File: src/rtl/axil_reg_if_wr_if.sv
// axil_reg_if_wr_if: AXI4-lite write channel bundle (AW, W, B) between an upstream master and axil_reg_if_wr
// master modport: drives awaddr/awprot/awvalid, wdata/wstrb/wvalid, bready; sees awready, wready, bresp, bvalid
// slave modport: the mirror image, used by axil_reg_if_wr
interface axil_reg_if_wr_if #(
  parameter int DATA_WIDTH = 32,
  parameter int ADDR_WIDTH = 32,
  parameter int STRB_WIDTH = DATA_WIDTH / 8
);
  logic [ADDR_WIDTH-1:0] awaddr;
  logic [2:0] awprot;
  logic awvalid;
  logic awready;
  logic [DATA_WIDTH-1:0] wdata;
  logic [STRB_WIDTH-1:0] wstrb;
  logic wvalid;
  logic wready;
  logic [1:0] bresp;
  logic bvalid;
  logic bready;
  modport master (
    output awaddr, awprot, awvalid, wdata, wstrb, wvalid, bready,
    input awready, wready, bresp, bvalid
  );
  modport slave (
    input awaddr, awprot, awvalid, wdata, wstrb, wvalid, bready,
    output awready, wready, bresp, bvalid
  );
endinterface

File: src/rtl/axil_reg_if_wr.sv
// axil_reg_if_wr: AXI4-lite write endpoint turning AW/W/B handshakes into a register write strobe with wait/ack
// clk, rst        : clock, synchronous active-high reset
// s_axil          : AXI4-lite write channels (slave side); awprot is accepted and discarded
// reg_wr_addr/data/strb : held AW/W contents, stable while reg_wr_en is high
// reg_wr_en       : high for the whole access
// reg_wr_wait/ack : register side stall / acceptance; wait=0 without ack is a decode miss (SLVERR)
// AXIL_REG_IF_WR_TIMEOUT_EN : when defined, an access lasts at most TIMEOUT cycles before completing SLVERR
module axil_reg_if_wr #(
  parameter int DATA_WIDTH = 32,
  parameter int ADDR_WIDTH = 32,
  parameter int STRB_WIDTH = DATA_WIDTH / 8,
  parameter int TIMEOUT = 4
) (
  input logic clk,
  input logic rst,
  axil_reg_if_wr_if.slave s_axil,
  output logic [ADDR_WIDTH-1:0] reg_wr_addr,
  output logic [DATA_WIDTH-1:0] reg_wr_data,
  output logic [STRB_WIDTH-1:0] reg_wr_strb,
  output logic reg_wr_en,
  input logic reg_wr_wait,
  input logic reg_wr_ack
);
  typedef enum logic [1:0] {IDLE, ACCESS, RESP} state_t;
  state_t state;
  logic aw_held, w_held;
  logic [ADDR_WIDTH-1:0] aw_addr;
  logic [DATA_WIDTH-1:0] w_data;
  logic [STRB_WIDTH-1:0] w_strb;
  logic timeout_hit;
  assign s_axil.awready = !aw_held;
  assign s_axil.wready = !w_held;
`ifdef AXIL_REG_IF_WR_TIMEOUT_EN
  localparam int CW = $clog2(TIMEOUT + 1);
  localparam logic [CW-1:0] T_LAST = CW'(TIMEOUT - 1);
  logic [CW-1:0] cnt;
  assign timeout_hit = cnt == T_LAST;
  always_ff @(posedge clk)
    cnt <= (rst || state != ACCESS) ? '0 : cnt + 1'b1;
`else
  assign timeout_hit = 1'b0;
`endif
  always_ff @(posedge clk) begin
    if (rst) begin
      state <= IDLE;
      aw_held <= 1'b0;
      w_held <= 1'b0;
      aw_addr <= '0;
      w_data <= '0;
      w_strb <= '0;
      s_axil.bvalid <= 1'b0;
      s_axil.bresp <= 2'b00;
      reg_wr_en <= 1'b0;
      reg_wr_addr <= '0;
      reg_wr_data <= '0;
      reg_wr_strb <= '0;
    end else begin
      if (!aw_held && s_axil.awvalid) begin
        aw_held <= 1'b1;
        aw_addr <= s_axil.awaddr;
      end
      if (!w_held && s_axil.wvalid) begin
        w_held <= 1'b1;
        w_data <= s_axil.wdata;
        w_strb <= s_axil.wstrb;
      end
      case (state)
        IDLE:
          if (aw_held && w_held) begin
            state <= ACCESS;
            reg_wr_en <= 1'b1;
            reg_wr_addr <= aw_addr;
            reg_wr_data <= w_data;
            reg_wr_strb <= w_strb;
          end
        ACCESS:
          if (reg_wr_ack || !reg_wr_wait || timeout_hit) begin
            state <= RESP;
            reg_wr_en <= 1'b0;
            s_axil.bvalid <= 1'b1;
            s_axil.bresp <= reg_wr_ack ? 2'b00 : 2'b10;
            aw_held <= 1'b0;
            w_held <= 1'b0;
          end
        RESP:
          if (s_axil.bready) begin
            state <= IDLE;
            s_axil.bvalid <= 1'b0;
          end
        default: state <= IDLE;
      endcase
    end
  end
endmodule

File: src/flat_wrapper.sv
// flat-port wrapper written by rule: the top's interface ports become plain ports
module axil_reg_if_wr_flat 
#(
  parameter int DATA_WIDTH = 32,
  parameter int ADDR_WIDTH = 32,
  parameter int STRB_WIDTH = DATA_WIDTH / 8,
  parameter int TIMEOUT = 4
)
  (clk, rst, reg_wr_addr, reg_wr_data, reg_wr_strb, reg_wr_en, reg_wr_wait, reg_wr_ack, s_axil_awaddr, s_axil_awprot, s_axil_awvalid, s_axil_wdata, s_axil_wstrb, s_axil_wvalid, s_axil_bready, s_axil_awready, s_axil_wready, s_axil_bresp, s_axil_bvalid);
  axil_reg_if_wr_if #(.DATA_WIDTH(DATA_WIDTH), .ADDR_WIDTH(ADDR_WIDTH), .STRB_WIDTH(STRB_WIDTH)) s_axil_i ();
  input logic clk;
  input logic rst;
  output logic [ADDR_WIDTH-1:0] reg_wr_addr;
  output logic [DATA_WIDTH-1:0] reg_wr_data;
  output logic [STRB_WIDTH-1:0] reg_wr_strb;
  output logic reg_wr_en;
  input logic reg_wr_wait;
  input logic reg_wr_ack;
  input wire logic [$bits(s_axil_i.awaddr)-1:0] s_axil_awaddr;
  input wire logic [$bits(s_axil_i.awprot)-1:0] s_axil_awprot;
  input wire logic [$bits(s_axil_i.awvalid)-1:0] s_axil_awvalid;
  input wire logic [$bits(s_axil_i.wdata)-1:0] s_axil_wdata;
  input wire logic [$bits(s_axil_i.wstrb)-1:0] s_axil_wstrb;
  input wire logic [$bits(s_axil_i.wvalid)-1:0] s_axil_wvalid;
  input wire logic [$bits(s_axil_i.bready)-1:0] s_axil_bready;
  output wire logic [$bits(s_axil_i.awready)-1:0] s_axil_awready;
  output wire logic [$bits(s_axil_i.wready)-1:0] s_axil_wready;
  output wire logic [$bits(s_axil_i.bresp)-1:0] s_axil_bresp;
  output wire logic [$bits(s_axil_i.bvalid)-1:0] s_axil_bvalid;
  assign s_axil_i.awaddr = s_axil_awaddr;
  assign s_axil_i.awprot = s_axil_awprot;
  assign s_axil_i.awvalid = s_axil_awvalid;
  assign s_axil_i.wdata = s_axil_wdata;
  assign s_axil_i.wstrb = s_axil_wstrb;
  assign s_axil_i.wvalid = s_axil_wvalid;
  assign s_axil_i.bready = s_axil_bready;
  assign s_axil_awready = s_axil_i.awready;
  assign s_axil_wready = s_axil_i.wready;
  assign s_axil_bresp = s_axil_i.bresp;
  assign s_axil_bvalid = s_axil_i.bvalid;
  axil_reg_if_wr #(.DATA_WIDTH(DATA_WIDTH), .ADDR_WIDTH(ADDR_WIDTH), .STRB_WIDTH(STRB_WIDTH), .TIMEOUT(TIMEOUT)) u_core (.clk(clk), .rst(rst), .s_axil(s_axil_i), .reg_wr_addr(reg_wr_addr), .reg_wr_data(reg_wr_data), .reg_wr_strb(reg_wr_strb), .reg_wr_en(reg_wr_en), .reg_wr_wait(reg_wr_wait), .reg_wr_ack(reg_wr_ack));
endmodule
File: config.mk
export PLATFORM = sky130hd
export DESIGN_NAME = axil_reg_if_wr_flat
export DESIGN_NICKNAME = d
export VERILOG_FILES = /design/src/rtl/axil_reg_if_wr_if.sv /design/src/rtl/axil_reg_if_wr.sv /design/src/flat_wrapper.sv
export SDC_FILE = /design/constraint.sdc
export NUM_CORES = 1
export LEC_CHECK = 0
export BUFFER_PORTS_ARGS = -buffer_cell sky130_fd_sc_hd__clkbuf_2
export CAP_MARGIN = 15
export CORE_UTILIZATION = 50
export CTS_CLUSTER_DIAMETER = 60
export DETAILED_ROUTE_END_ITERATION = 16
export GPL_TIMING_DRIVEN = 0
export PLACE_DENSITY = 0.83
export RECOVER_POWER = 100
export REMOVE_ABC_BUFFERS = 1
export SLEW_MARGIN = 20
export SYNTH_ARGS = -nofsm -noshare
export SYNTH_HDL_FRONTEND = slang
export SYNTH_SLANG_ARGS = --single-unit
File: constraint.sdc
create_clock -name clk -period 1.4 [get_ports clk]
set_clock_uncertainty 0.05 [all_clocks]
set_input_delay 0.28 -clock clk [delete_from_list [all_inputs] [get_ports clk]]
set_output_delay 0.28 -clock clk [all_outputs]
set_load 0.02 [all_outputs]
==> results of run 1 <==
==> sequential cells by signal (all words and copies together) (netlist names), 2 cells and up <==
signal              flops
u_core.reg_wr_addr     32
u_core.w_data          32
u_core.reg_wr_strb      4
u_core.w_strb           4
u_core.aw_addr         32
u_core.reg_wr_data     32
u_core.state            2
==> stage by stage <==
step / power, uW / instances / util, % / setup TNS (ns)
6_report: 10540 / 1000 / 80.97 / -0.6324
5_1_grt: 10830 / 1000 / 80.97 / -2.043
4_1_cts: 10330 / 979 / 75.90 / -0.04195
3_5_place_dp: 5040 / 865 / 59.50 / -36.49
3_3_place_gp: 4972 / 861 / 58.10 / -264.14
2_1_floorplan: 4685 / 581 / - / -102.16
==> metal layers <==
| metal | track usage [%] | vias up | wire [um] |
|---|---|---|---|
| met5 | 0 | - | 0 |
| met4 | 16.15 | 0 | 833 |
| met3 | 5.540 | 83 | 1218 |
| met2 | 50.80 | 305 | 9265 |
| met1 | 32.50 | 2568 | 6695 |
| li1 | - | 2479 | - |
==> path summary, 6_finish.rpt <==
check,endpoint,cells past startpoint
max,u_core.reg_wr_addr[25],5
min,u_core.s_axil.bresp[1],4
max reg2reg,u_core.reg_wr_addr[25],5
min reg2reg,u_core.reg_wr_data[29],2
==> what timing repair did <==
action	in CTS	in global routing
hold buffers	72	0
endpoints found under the setup margin	139	133
pin swaps	3	6
gates resized for setup	17	86
buffers inserted	8	7
endpoints found under the hold margin	72	0
gates cloned	2	13
==> cells by family after synthesis <==
group,Yosys count
flip-flops,143
AND/OR/NAND/NOR,291
other,1
AO/OA/AOI/OAI,143
buffers and inverters,51
==> Yosys cell counts <==
| cell | instances |
|---|---|
| nand2_1 | 273 |
| dfxtp_1 | 143 |
| a21oi_1 | 138 |
| buf_2 | 26 |
| clkbuf_1 | 13 |
| nor2b_1 | 5 |
| buf_6 | 4 |
| buf_4 | 3 |
| inv_1 | 3 |
| nand2b_1 | 3 |
| nor3_1 | 3 |
| a21oi_2 | 2 |
| buf_1 | 2 |
| nor2_1 | 2 |
| a211oi_1 | 1 |
| and3b_1 | 1 |
| and4bb_1 | 1 |
| conb_1 | 1 |
| nand3b_1 | 1 |
| nand4bb_1 | 1 |
| o21ai_0 | 1 |
| o22ai_1 | 1 |
| or3b_2 | 1 |
==> tightest hold or removal path, cell delays in order <==
cell and delay [ns]:
clkbuf_2 0.09, inv_1 0.05, a21oi_1 0.16, a211oi_1 0.08
==> layout make-up <==
cell class                 count  share of cell area, %
sequential                   143                  36.52
clock inverter                10                  2.605
tap                          133                  2.112
timing repair buffer         248                  25.25
multi-input combinational    440                  27.33
antenna                        1                0.03177
clock buffer                  22                  6.004
inverter                       3                 0.1429
==> power groups by stage <==
stage / Clock (uW) / Combinational, uW / Sequential, uW
global route: 5340 / 1170 / 4320
CTS: 5130 / 895 / 4300
finish: 5120 / 1110 / 4310
detailed placement: 0 / 649 / 4390
floorplan: 0 / 281 / 4400
global placement: 0 / 596 / 4380
==> cells in the final DEF, fill, tap and decap left out, types with 8 or more instances in the layout <==
cell	count
buf_12	9
clkbuf_2	115
nand2_1	264
clkbuf_16	22
dlygate4sd3_1	72
nand2_2	8
buf_4	16
a21oi_1	107
buf_2	20
dfxtp_1	138
a21oi_2	33
==> impl_metrics.py, run 1 <==
metrics = {
    "clock_network": {
        "root_buffer": "clkbuf_8",
        "clock_sinks": 143,
        "h-tree-depth": 4,
        "cts_made_buffers": 17,
        "clkTransAtPathRegs_ns": 0.06,
        "clk_path_buf_depth": 2,
        "clk-insertion-delay-late_ns": 0.52,
        "cts_tree": "yes",
    },
    "layout": {
        "syn_to_final_growth_pct": 57.40,
        "fin_nets": 931,
        "multi_input_area_um2": 2153,
        "seqCellArea_um2": 2877,
        "fillers": 575,
        "final_area_um2": 7878,
        "drive_gt1_share_pct": 30.95,
    },
    "global_routing": {
        "grt_start_max_net_pins": 89,
        "gr-total-overflow": 0,
        "track_usage_pct": 28.75,
        "grt_pass1_wl_um": 23000,
        "grt_pass1_vias": 4910,
        "antenna_found_initial": 1,
    },
    "synth": {
        "synth_top_area_share_pct": 57.20,
        "postSynthCellCount": 629,
        "synth_top_area_cell": "dfxtp_1",
        "synth_fa_ha_area_share_pct": 0,
        "synth-xor-area-share_pct": 0,
        "synth_top_family_by_area": "simple AND/OR/NAND/NOR gates",
        "yosys.area_share.simple_pct": 22.90,
        "synth_area_leaders": "dfxtp_1 57%, nand2_1 20%, a21oi_1 14%",
        "ys_types": 23,
        "synthMuxAreaShare_pct": 0,
        "synth_area_per_cell_um2": 7.957,
        "ys_ff_latch": 143,
        "synth_seq_area_share_pct": 57.20,
        "syn_area_um2": 5005,
        "yosysWarnings": 0,
        "synth_compound_area_share_pct": 14.53,
    },
    "setup_path": {
        "crit_family": "simple AND/OR/NAND/NOR gates",
        "critPathMaxFanout": 15,
        "worst-path-buf-inv": 2,
        "worstSetupStartpoint": "u_core.aw_held",
        "worst_r2r_startpoint": "u_core.aw_held",
        "cp.required_ns": 1.79,
        "cpPeakStageDelay_ns": 0.40,
        "slowest_stage": "dfxtp_4",
        "crit_arrival_ns": 1.85,
        "cp-end-kind": "flip-flop",
        "cp_cell_sequence": "buf_6, and4bb_4, buf_12, nand2_1, a21oi_2",
        "regToRegSetupSlack_ns": -0.06,
        "critPathLaunchType": "flip-flop",
        "crit_type": "flip-flop to flip-flop",
    },
    "timing": {
        "slew_viol_final": 0,
        "finalHoldViolations": 0,
        "relSlewSlack_pct": 64.12,
        "finalCritPeriodShare_pct": 104.1,
        "finalCriticalPeriod_ns": 1.458,
        "tightest_slew_ns": 0.5370,
        "max_freq_mhz": 686.0,
        "timing.hold.ws_ns": 0.1430,
        "setup_viol": 36,
        "setup_ws_ns": -0.05767,
        "rsz0062_at_grt": "yes",
    },
    "power_and_ir_drop": {
        "p_sw_share_pct": 22.45,
        "combinationalPowerShare_pct": 10.5,
        "peakVddDrop_v": 0.0007712,
        "clockPowerShare_pct": 48.6,
        "powerDensity_nw_per_um2": 1338,
        "total_leakage_power_uw": 0.003232,
        "seq_power_share_pct": 40.9,
        "internal_power_uw": 8177,
        "power.switching_uw": 2367,
    },
    "worst_hold_path": {
        "hold_start": "reg_wr_wait",
        "hold_class": "input pin to flip-flop",
    },
    "die": {
        "io_pins": 152,
        "chipHeight_um": 102.0,
        "rows": 36,
        "die_x_um": 102.0,
        "dieArea_um2": 10410,
        "initial_core_util_pct": 51.44,
        "core_um2": 9729,
    },
    "detailed_routing": {
        "viasPerCell": 5.435,
        "drc_errors": 0,
        "first_iter_violations": 367,
        "wl_per_cell_um": 18.01,
        "finalWirelength_um": 18010,
        "ant_nets": 0,
        "first_pass_iters": 5,
        "via_count": 5435,
    },
    "placement": {
        "place_congestion": 0.7439,
        "hpwl_um": 7598,
        "dpl_cell_area_um2": 5789,
        "preCtsSetupSlack_ns": -0.4115,
        "portBuffers": 147,
    },
    "status": {
        "failed_checks": "negative setup slack",
        "status": "finished with violations",
    },
    "job": {
        "maxCapViolations": 0,
    },
}
No activity file was read; power rests on OpenSTA's default activity.
==> run 2, diff against run 1 <==
CORE_MARGIN = 1.5   (was default)
==> run 2 against run 1 <==
Net effect: the run still ends with negative setup slack left; hold slack worse by 0.0059 ns; via count down 3.8%; maximum frequency decreased by 0.52%; cell area is 4.2% lower; combinational power decreased by 14%; worst setup slack got worse by 0.0076 ns; critical endpoint is now u_core.aw_addr[6]; cell count decreased by 1.5%.
==> impl_metrics.py, run 2 (synthesis results as in run 1) <==
metrics = {
    "layout": {
        "syn_to_final_growth_pct": 50.83,
        "final_common_cell": "nand2_1",
        "fillers": 624,
        "layout_common_cells": "273 x nand2_1, 128 x a21oi_1, 127 x dfxtp_1",
        "instances_no_fill": 985,
        "drive_gt1_share_pct": 27.58,
        "utilization_pct": 77.58,
        "insertedDiodeCount": 0,
        "fin_nets": 917,
        "multi_input_area_um2": 2012,
        "seqCellArea_um2": 2888,
    },
    "global_routing": {
        "track_usage_pct": 28.12,
        "antenna_found_initial": 0,
        "grt_start_max_net_pins": 95,
        "grt_pass1_vias": 4977,
        "grt_pass1_wl_um": 22780,
        "gr-total-overflow": 0,
    },
    "timing": {
        "finalCritPeriodShare_pct": 104.7,
        "tightest_slew_ns": 0.7773,
        "finalCriticalPeriod_ns": 1.465,
        "max_freq_mhz": 682.5,
        "slew_viol_final": 0,
        "relSlewSlack_pct": 47.95,
        "rsz0062_at_grt": "yes",
        "setup_viol": 42,
        "finalHoldViolations": 0,
        "fin_setup_tns_ns": -0.6382,
        "setup_ws_ns": -0.06531,
    },
    "setup_path": {
        "slowest_stage": "nor2b_2",
        "crit_arrival_ns": 1.86,
        "cp_cell_sequence": "nor2b_2, nand2_1, a21oi_1",
        "timing.rr.end": "u_core.aw_addr[6]",
        "critPathLaunchType": "flip-flop",
        "ff2ff_path_depth": 3,
        "cp-end-kind": "flip-flop",
        "crit_family": "simple AND/OR/NAND/NOR gates",
        "worst-path-buf-inv": 0,
        "regToRegSetupSlack_ns": -0.07,
        "crit_type": "flip-flop to flip-flop",
        "worst_r2r_startpoint": "u_core.aw_held",
        "cp.required_ns": 1.80,
        "cpPeakStageDelay_ns": 0.63,
        "critPathMaxFanout": 16,
    },
    "clock_network": {
        "cts_made_buffers": 17,
        "cts_tree": "yes",
        "clk_path_buf_depth": 2,
        "root_buffer": "clkbuf_8",
        "clock_sinks": 143,
        "clk-insertion-delay-late_ns": 0.53,
        "h-tree-depth": 4,
        "clkTransAtPathRegs_ns": 0.06,
    },
    "status": {
        "failed_checks": "negative setup slack",
        "status": "finished with violations",
    },
    "job": {
        "maxCapViolations": 0,
    },
    "placement": {
        "place_congestion": 0.7344,
        "portBuffers": 147,
        "preCtsSetupSlack_ns": -0.3497,
        "hpwl_um": 7388,
        "dpl.cell_count": 865,
    },
    "worst_hold_path": {
        "hold_class": "input pin to flip-flop",
        "hold_start": "rst",
        "holdPathEnd": "u_core.reg_wr_data[28]",
        "hold_path_depth": 2,
    },
    "detailed_routing": {
        "via_count": 5228,
        "drc_errors": 0,
        "first_pass_iters": 7,
        "viasPerCell": 5.308,
        "finalWirelength_um": 15940,
        "ant_nets": 0,
        "first_iter_violations": 327,
        "wl_per_cell_um": 16.18,
    },
    "power_and_ir_drop": {
        "p_sw_share_pct": 24.13,
        "seq_power_share_pct": 44.1,
        "power.switching_uw": 2359,
        "clockPowerShare_pct": 46.1,
        "combinationalPowerShare_pct": 9.8,
        "powerDensity_nw_per_um2": 1295,
        "total_leakage_power_uw": 0.003073,
        "peakVddDrop_v": 0.0007236,
        "internal_power_uw": 7416,
    },
    "die": {
        "core_um2": 9729,
        "initial_core_util_pct": 51.44,
        "rows": 36,
        "io_pins": 152,
        "die_x_um": 103.0,
        "dieArea_um2": 10620,
        "chipHeight_um": 103.0,
    },
}
==> run 2: metrics by stage <==
| step | hold WS [ns] | cell area [um2] | power (uW) |
|---|---|---|---|
| CTS | 0.05368 | 7326 | 9714 |
| finish | 0.1371 | 7548 | 9775 |
| global route | 0.1357 | 7548 | 10090 |
| global placement | 0.3854 | 5653 | 4972 |
| floorplan | 0.2924 | 4751 | 4685 |
| detailed placement | 0.3941 | 5789 | 5034 |
==> run 2: cell type report <==
type	count	area share (%)
inverters	3	0.1492
flip-flops and latches	143	38.26
multi-input cells	438	26.65
clock inverters	14	2.188
repair buffers	236	24.88
clock buffers	18	5.669
well taps	133	2.205
==> run 2: power by group through the flow <==
stage / logic (uW) / registers, uW / clock network, uW
3_5_place_dp: 643 / 4390 / 0
5_1_grt: 1030 / 4330 / 4740
6_report: 955 / 4320 / 4500
3_3_place_gp: 597 / 4380 / 0
2_1_floorplan: 281 / 4400 / 0
4_1_cts: 872 / 4300 / 4540
==> run 2: routing by layer <==
| layer | share of wire, % | up-vias | routed length (um) | GRT usage [%] |
|---|---|---|---|---|
| met5 | 0 | - | 0 | 0 |
| met4 | 4.9 | 0 | 777 | 17.05 |
| met3 | 5.3 | 82 | 849 | 7.390 |
| met2 | 53 | 243 | 8445 | 50.71 |
| met1 | 37 | 2458 | 5868 | 29.16 |
| li1 | - | 2445 | - | - |
==> run 2: how the worst max path moves through the flow <==
stage                                        to  cells after the start       startpoint  slack (ns)
final                         u_core.aw_addr[6]                      3   u_core.aw_held       -0.07
after global routing             s_axil_awready                      2   u_core.aw_held        -0.1
after CTS                        s_axil_awready                      2   u_core.aw_held       -0.05
after detailed placement  u_core.reg_wr_data[7]                      4   u_core.aw_held       -0.35
after global placement         u_core.reg_wr_en                      2    u_core.w_held       -2.55
after floorplan                u_core.reg_wr_en                      2  u_core.state[0]       -1.18
==> run 2: worst reg2reg max path, cell delays in order (launching register included) <==
cell,delay (ns)
dfxtp_4,0.39
nor2b_2,0.63
nand2_1,0.15
a21oi_1,0.16
==> run 2: repair_timing <==
| item | in CTS | in global routing |
|---|---|---|
| endpoints found under the setup margin | 148 | 140 |
| endpoints found under the hold margin | 72 | 0 |
| buffers inserted | 8 | 3 |
| pin swaps | 2 | 2 |
| cloned | 2 | 3 |
| hold buffers | 72 | 0 |
| resized for setup | 30 | 115 |
==> run 3, diff against run 2 <==
CORE_UTILIZATION = 45   (was 50)
PLACE_DENSITY = 0.76   (was 0.83)
==> run 3 against run 2 <==
Net effect: the run still ends with negative setup slack left; global-route usage decreased by 5.1 points; total power increased by 0.76%; flip-flop and latch count is the same; highest routed layer unchanged.
==> impl_metrics.py, run 3 (synthesis results as in run 1) <==
metrics = {
    "setup_path": {
        "critPathMaxFanout": 16,
        "crit_family": "simple AND/OR/NAND/NOR gates",
        "cp.required_ns": 1.79,
        "ff2ff_path_depth": 3,
        "critPathLaunchType": "flip-flop",
        "cpPeakStageDelay_ns": 0.70,
        "crit_type": "flip-flop to flip-flop",
        "timing.rr.end": "u_core.aw_addr[21]",
        "regToRegSetupSlack_ns": -0.09,
        "worst_r2r_startpoint": "u_core.aw_held",
        "cp_cell_sequence": "nor2b_2, nand2_1, a21oi_1",
        "slowest_stage": "nor2b_2",
        "worst-path-buf-inv": 0,
        "crit_arrival_ns": 1.88,
        "cp-end-kind": "flip-flop",
    },
    "placement": {
        "portBuffers": 147,
        "hpwl_um": 7579,
        "place_congestion": 0.7387,
    },
    "clock_network": {
        "clk-insertion-delay-late_ns": 0.52,
        "h-tree-depth": 4,
        "clk_path_buf_depth": 2,
        "cts_made_buffers": 17,
        "cts_tree": "yes",
        "root_buffer": "clkbuf_8",
        "clkTransAtPathRegs_ns": 0.07,
        "clock_sinks": 143,
    },
    "timing": {
        "max_freq_mhz": 672.2,
        "setup_ws_ns": -0.08766,
        "finalCriticalPeriod_ns": 1.488,
        "timing.hold.ws_ns": 0.07142,
        "rsz0062_at_grt": "yes",
        "setup_viol": 56,
        "finalHoldViolations": 0,
        "tightest_slew_ns": 0.8806,
        "fin_setup_tns_ns": -1.939,
        "relSlewSlack_pct": 41.03,
        "finalCritPeriodShare_pct": 106.3,
        "slew_viol_final": 0,
    },
    "die": {
        "rows": 38,
        "dieArea_um2": 11760,
        "io_pins": 152,
        "chipHeight_um": 108.5,
        "core_um2": 10840,
        "initial_core_util_pct": 46.17,
        "die_x_um": 108.5,
    },
    "detailed_routing": {
        "drc_errors": 0,
        "ant_nets": 0,
        "viasPerCell": 5.056,
        "first_pass_iters": 6,
        "first_iter_violations": 433,
        "via_count": 5021,
        "wl_per_cell_um": 14.39,
        "finalWirelength_um": 14290,
    },
    "job": {
        "maxCapViolations": 0,
    },
    "layout": {
        "syn_to_final_growth_pct": 48.35,
        "drive_gt1_share_pct": 25.67,
        "layout_common_cells": "273 x nand2_1, 140 x dfxtp_1, 132 x a21oi_1",
        "utilization_pct": 68.49,
        "fin_nets": 918,
        "insertedDiodeCount": 0,
        "final_common_cell": "nand2_1",
    },
    "global_routing": {
        "grt_start_max_net_pins": 86,
        "track_usage_pct": 22.98,
        "gr-total-overflow": 0,
        "grt_pass1_vias": 4592,
        "antenna_found_initial": 0,
        "grt_pass1_wl_um": 20990,
    },
    "worst_hold_path": {
        "hold_start": "reg_wr_wait",
        "hold_path_depth": 4,
        "holdPathEnd": "u_core.s_axil.bresp[1]",
        "hold_class": "input pin to flip-flop",
    },
    "power_and_ir_drop": {
        "peakVddDrop_v": 0.0006779,
        "powerDensity_nw_per_um2": 1327,
        "total_leakage_power_uw": 0.003055,
    },
    "status": {
        "failed_checks": "negative setup slack",
        "status": "finished with violations",
    },
}
==> run 3: changes by cell type in the layout (fill, tap and decap cells not counted), moves of 4 or more <==
cell and delta:
a21oi_1 +4, clkbuf_8 -6, dfxtp_2 -13, buf_4 -23
dfxtp_1 +13, buf_2 +5, clkbuf_2 +25, a21oi_2 -4
==> run 3: cell type report <==
cell class	count	area [um2]
Inverter	3	11.26
Sequential cell	143	2872
Multi-Input combinational cell	438	1983
Clock inverter	14	192.7
Clock buffer	18	417.9
Tap cell	140	175.2
Timing Repair Buffer	237	1773
Fill cell	827	3416
==> run 3: repair_timing <==
item | CTS | global route
endpoints found under the hold margin | 72 | 0
pin swaps | 2 | 2
hold buffers | 72 | 0
gates cloned | 2 | 4
buffers inserted | 7 | 3
gates resized for setup | 15 | 58
setup endpoints to repair | 129 | 114
==> run 3: how the worst max path moves through the flow <==
stage / startpoint / endpoint / slack, ns / cells after the start
2_1_floorplan: u_core.state[0] / u_core.reg_wr_en / -1.18 / 2
3_3_place_gp: u_core.w_held / u_core.reg_wr_en / -2.60 / 2
3_5_place_dp: u_core.aw_held / u_core.reg_wr_data[15] / -0.38 / 4
4_1_cts: u_core.aw_held / s_axil_awready / -0.05 / 2
5_1_grt: u_core.aw_held / u_core.aw_addr[21] / -0.15 / 3
6_report: u_core.aw_held / u_core.aw_addr[21] / -0.09 / 3
==> run 3: power by group <==
part | internal [uW] | leakage, uW | switching [uW] | total [uW]
clock | 2890 | 0.000291 | 1730 | 4620
sequential | 4220 | 0.00117 | 86.3 | 4310
combinational | 431 | 0.00160 | 494 | 926
total | 7540 | 0.00305 | 2310 | 9850
==> run 3: metrics by stage <==
stage | cells | instance area, um2 | total power (uW) | setup slack (ns)
after detailed placement | 873 | 5826 | 5055 | -0.3827
after CTS | 986 | 7302 | 9874 | -0.04967
final | 993 | 7425 | 9849 | -0.08766
after global placement | 868 | 5662 | 4975 | -2.602
after floorplan | 581 | 4751 | 4685 | -1.179
after global routing | 993 | 7425 | 10210 | -0.1510
==> run 3: routing by layer <==
layer / vias up / track usage (%) / part of all wire, %
met3: 41 / 5.304 / 5.8
met2: 195 / 40.48 / 51
met4: 0 / 12.31 / 2.9
li1: 2452 / - / -
met1: 2333 / 25.57 / 40
met5: - / 0 / 0
==> run 3: worst min-delay path: cells and delay by family <==
kind,cells,cell delay (ns)
buffers and inverters,2,0.13
AO/OA/AOI/OAI,2,0.19
